<file path="src/rtl/frequency_meter.sv">
// frequency_meter: measures the period of i_signal in clock cycles and reports
// the frequency in kHz (saturated to 8 bits) and half-period, with timeout.
module frequency_meter #(
   parameter int unsigned CLK_FREQ_KHZ = 100000,
   parameter int unsigned TIMEOUT      = 65535
) (
   input  logic        i_clock,
   input  logic        i_reset,
   input  logic        i_signal,
   output logic [7:0]  o_frequency,
   output logic [31:0] o_half_period,
   output logic        o_valid,
   output logic        o_timeout
);

   localparam logic [31:0] DIVIDEND  = 32'(CLK_FREQ_KHZ);
   localparam logic [31:0] CNT_LIMIT = 32'(TIMEOUT - 1);

   typedef enum logic [1:0] {IDLE, DIVIDE, DONE} state_t;

   state_t      state;
   logic        s1, s2, s3;
   logic        rise;
   logic        timeout_hit;
   logic [31:0] cnt;
   logic        armed;
   logic        discard;
   logic [31:0] divisor;
   logic [31:0] quotient;
   logic [31:0] remainder;
   logic [32:0] trial;
   logic [4:0]  iter;
   logic [7:0]  freq_sat;

   always_ff @(posedge i_clock or negedge i_reset) begin
      if (!i_reset) begin
         s1 <= 1'b0;
         s2 <= 1'b0;
         s3 <= 1'b0;
      end else begin
         s1 <= i_signal;
         s2 <= s1;
         s3 <= s2;
      end
   end

   always_comb begin
      rise        = s2 & ~s3;
      timeout_hit = (cnt == CNT_LIMIT) && !rise;
      // Restoring step: shift next dividend bit into the partial remainder.
      trial       = {remainder, quotient[31]} - {1'b0, divisor};
      freq_sat    = (|quotient[31:8]) ? 8'hFF : quotient[7:0];
   end

   always_ff @(posedge i_clock or negedge i_reset) begin
      if (!i_reset) begin
         cnt <= '0;
      end else if (rise) begin
         cnt <= '0;
      end else if (cnt != CNT_LIMIT) begin
         cnt <= cnt + 32'd1;
      end
   end

   always_ff @(posedge i_clock or negedge i_reset) begin
      if (!i_reset) begin
         state         <= IDLE;
         armed         <= 1'b0;
         discard       <= 1'b0;
         divisor       <= '0;
         quotient      <= '0;
         remainder     <= '0;
         iter          <= '0;
         o_frequency   <= '0;
         o_half_period <= '0;
         o_valid       <= 1'b0;
         o_timeout     <= 1'b1;
      end else begin
         o_valid <= 1'b0;

         if (rise) begin
            armed <= 1'b1;
         end else if (timeout_hit) begin
            armed <= 1'b0;
         end

         // A timeout during a divide lets it run out but suppresses its result.
         if (timeout_hit) begin
            o_frequency   <= '0;
            o_half_period <= '0;
            o_timeout     <= 1'b1;
            if (state != IDLE) begin
               discard <= 1'b1;
            end
         end

         case (state)
            IDLE: begin
               if (rise && armed) begin
                  divisor   <= cnt + 32'd1;
                  quotient  <= DIVIDEND;
                  remainder <= '0;
                  iter      <= '0;
                  discard   <= 1'b0;
                  state     <= DIVIDE;
               end
            end
            DIVIDE: begin
               if (!trial[32]) begin
                  remainder <= trial[31:0];
                  quotient  <= {quotient[30:0], 1'b1};
               end else begin
                  remainder <= {remainder[30:0], quotient[31]};
                  quotient  <= {quotient[30:0], 1'b0};
               end
               iter <= iter + 5'd1;
               if (iter == 5'd31) begin
                  state <= DONE;
               end
            end
            DONE: begin
               if (!discard && !timeout_hit) begin
                  o_frequency   <= freq_sat;
                  o_half_period <= {1'b0, divisor[31:1]};
                  o_timeout     <= 1'b0;
                  o_valid       <= 1'b1;
               end
               state <= IDLE;
            end
            default: state <= IDLE;
         endcase
      end
   end

endmodule

</file>
<file path="config.mk">
export PLATFORM = sky130hd
export DESIGN_NAME = frequency_meter
export DESIGN_NICKNAME = d
export VERILOG_FILES = /design/src/rtl/frequency_meter.sv
export SDC_FILE = /design/constraint.sdc
export NUM_CORES = 1
export LEC_CHECK = 0
export BUFFER_PORTS_ARGS = -buffer_cell sky130_fd_sc_hd__buf_2
export CELL_PAD_IN_SITES_DETAIL_PLACEMENT = 2
export CELL_PAD_IN_SITES_GLOBAL_PLACEMENT = 2
export CORE_ASPECT_RATIO = 0.9
export CORE_MARGIN = 2
export CORE_UTILIZATION = 35
export CTS_BUF_LIST = sky130_fd_sc_hd__clkbuf_8 sky130_fd_sc_hd__clkbuf_16
export DETAILED_ROUTE_END_ITERATION = 7
export PLACE_DENSITY = 0.75
export SYNTH_ARGS = -nofsm -noshare
export SYNTH_HDL_FRONTEND = slang
export SYNTH_SLANG_ARGS = --single-unit
</file>
<file path="constraint.sdc">
create_clock -name i_clock -period 3.05 [get_ports i_clock]
set_clock_uncertainty 0.15 [all_clocks]
set_input_delay 0.1525 -clock i_clock [delete_from_list [all_inputs] [get_ports i_clock]]
set_output_delay 0.1525 -clock i_clock [all_outputs]
set_load 0.03 [all_outputs]
</file>
==> impl_metrics.json <==
{
  "cts_sinks": 182,
  "synth_cell_types": 60,
  "syn_inst": 1023,
  "worstPathMaxFanout": 6,
  "ys_ff_latch": 182,
  "synthTopCellsByCount": "181 x dfrtp_1, 147 x o21ai_0, 135 x nand2_1, 75 x nand3_1, 63 x nor2_1",
  "failed_checks": "negative setup slack",
  "antenna_found_initial": 0,
  "p_switching_uw": 6420,
  "cp-end-kind": "flop",
  "status": "finished with violations",
  "path_clk_slew_ps": 90,
  "ant_nets": 0,
  "hold_violations": 0,
  "fin_ws_ps": -319,
  "drtIter0Drc": 409,
  "required_ps": 3230,
  "wirelength_um": 35000,
  "synth_top_area_frac": 0.482,
  "grt_max_degree": 70,
  "ys_seq_area_frac": 0.484,
  "detail_route.wl_per_cell_um": 23.2,
  "fin_crit_sh": 1.10,
  "fillerInstances": 2804,
  "start_kind": "flop",
  "placed_area_um2": 10700,
  "cts_tree": "done",
  "holdCritPathClass": "in -> async",
  "die_w_um": 177,
  "rows": 56,
  "syn-cell-area_um2": 9400,
  "drive_gt1_frac": 0.221,
  "gr-total-overflow": 0,
  "num_vias": 8375,
  "p_leak_uw": 0.00527,
  "worstSkewPairLatency_ps": 460,
  "synth_top_area_cell": "dfrtp_1",
  "synthTopCellsByArea": "dfrtp_1 48%, o21ai_0 7.8%, nand2_1 5.4%",
  "area_growth_syn_to_layout_pct": 25.5,
  "root_buffer": "clkbuf_16",
  "fp.dieH_um": 159,
  "power_density_nw_per_um2": 1230,
  "io_pins": 45,
  "max_freq_mhz": 297,
  "vias_per_cell": 5.55,
  "ys.flop_type": "dfrtp_1",
  "async_flop_share": 1.00,
  "grt_pass1_vias": 9129,
  "io_buffers": 44,
  "worstPathArrival_ps": 3540,
  "p_comb_frac": 0.594,
  "dp_hpwl_um": 21000,
  "maxSlewHeadroom": 0.576,
  "htreeDepth": 4,
  "gp_congestion": 0.812,
  "ir_worst_vdd_v": 0.000435,
  "clkPwrFrac": 0.164,
  "setup-tns-final_ps": -6880,
  "postLayoutCellArea_um2": 11800,
  "initial_core_util": 0.359,
  "wl_met1_um": 15700,
  "power_uw": 14500,
  "numCtsBuffers": 17,
  "setup_viol": 33,
  "r2r_slack_ps": -320,
  "drv_slew": 0,
  "drc": 0,
  "wl_met3_um": 738,
  "nNetsFinal": 1187,
  "num_antenna_cells": 0,
  "fp.dieArea_um2": 28200,
  "crit_type": "reg -> reg",
  "seqPwrFrac": 0.241,
  "top_layer_used": "met4",
  "rsz0062_at_grt": "true",
  "ys_warn_count": 0,
  "finalCriticalPeriod_ps": 3370,
  "yosysMostFrequentCell": "dfrtp_1",
  "track_usage": 0.238,
  "worst_pin_slew_ps": 631,
  "switching_share": 0.443,
  "cts.path.max_buffers": 2,
  "syn_avg_cell_area_um2": 9.19,
  "grt_pass1_wl_um": 51800,
  "synth_edf_count": 0,
  "cellInternalPower_uw": 8060,
  "syn_nets": 1063,
  "met2_length_um": 17900,
  "drtPass1Iterations": 4,
  "core_area_um2": 26200,
  "max_cap_viol_count": 0
}
==> stage by stage <==
step | worst slack [ps] | cells | utilization | hold slack [ps]
CTS | -256 | 1497 | 0.439 | 131
finish | -319 | 1508 | 0.450 | 113
detailed placement | -326 | 1458 | 0.407 | 70.3
global route | -428 | 1508 | 0.450 | 150
global placement | -200 | 1458 | 0.407 | 65.3
floorplan | 43.4 | 1023 | - | -293
==> cell type report <==
class	count	area, µm²	share of cell area
Clock buffer	17	425	0.0360
Clock inverter	15	186	0.0158
Inverter	50	190	0.0161
Multi-Input combinational cell	736	4750	0.402
Sequential cell	182	4560	0.386
Tap cell	348	435	0.0369
Timing Repair Buffer	160	1260	0.107
==> repair_timing <==
item | 4_1_cts | 5_1_grt
gates resized for setup | 56 | 49
gates cloned | 0 | 2
endpoints found under the setup margin | 33 | 33
pin swaps | 13 | 26
setup buffers | 6 | 10
endpoints found under the hold margin | 67 | 0
hold buffers | 2 | 0
==> placed cells by master (no fill, tap or decap), types with 5 or more instances in the layout <==
cell type,n
dfrtp_1,180
nand2_1,132
o21ai_0,118
buf_4,97
nand3_1,73
nor2_1,62
a21oi_1,58
inv_1,45
buf_2,43
xor2_1,34
ha_1,32
o21ai_1,25
xnor2_1,21
clkbuf_16,19
mux2i_1,14
nand4_1,13
a31oi_1,12
and3_1,11
a21o_1,11
o21ai_2,10
nor4_1,9
o21a_1,7
nor3_1,6
buf_6,6
buf_12,6
o21bai_1,5
==> flip-flops by register name (all words and copies together) (netlist names) <==
register / count
s2: 1
divisor: 32
o_frequency: 8
armed: 1
state: 2
iter: 5
s1: 1
o_half_period: 32
cnt: 32
o_valid: 1
remainder: 32
quotient: 32
o_timeout: 1
discard: 1
s3: 1
==> worst paths after layout <==
| kind | startpoint | end | depth (start not counted) |
|---|---|---|---|
| max in group asynchronous | i_reset | quotient[20]$_DFFE_PN0P_ | 3 |
| max reg2reg | divisor[0]$_DFFE_PN0P_ | remainder[20]$_DFFE_PN0P_ | 13 |
| max | divisor[0]$_DFFE_PN0P_ | remainder[20]$_DFFE_PN0P_ | 13 |
| min reg2reg | s1$_DFF_PN0_ | s2$_DFF_PN0_ | 0 |
| min | i_reset | o_half_period[4]$_DFF_PN0_ | 2 |
| min in group i_clock | i_signal | s1$_DFF_PN0_ | 2 |
==> metal layers <==
| layer | vias up | track usage |
|---|---|---|
| met2 | 117 | 0.398 |
| met5 | - | 0 |
| li1 | 3817 | - |
| met1 | 4390 | 0.318 |
| met4 | 0 | 0.0702 |
| met3 | 51 | 0.0349 |
==> logic make-up after synthesis <==
kind of cell	count (synthesis)	synth area share
and+or+nand+nor	335	0.162
AOI/OAI and AO/OA	289	0.183
adders and majority gates	37	0.0500
xor gates and xnor gates	56	0.0530
DFF	182	0.484
buffers and inverters	105	0.0476
muxes	19	0.0205
==> power by group through the flow <==
| stage | Sequential, µW | Combinational [µW] | Clock (µW) |
|---|---|---|---|
| floorplan | 3340 | 4140 | 0 |
| global placement | 3430 | 6220 | 0 |
| detailed placement | 3450 | 6520 | 0 |
| CTS | 3430 | 7310 | 2390 |
| global route | 3560 | 9270 | 2500 |
| finish | 3500 | 8610 | 2380 |
==> critical path: stages, from the launching register on <==
cell	delay [ps]
dfrtp_1	480
ha_4	180
inv_2	40
fa_2	360
a211oi_4	290
o21ai_4	110
a221oi_4	300
o31ai_4	100
a211oi_4	330
xnor2_4	180
buf_8	180
buf_6	140
mux2i_2	240
o21ai_1	140
(Power assumes the default switching activity.)
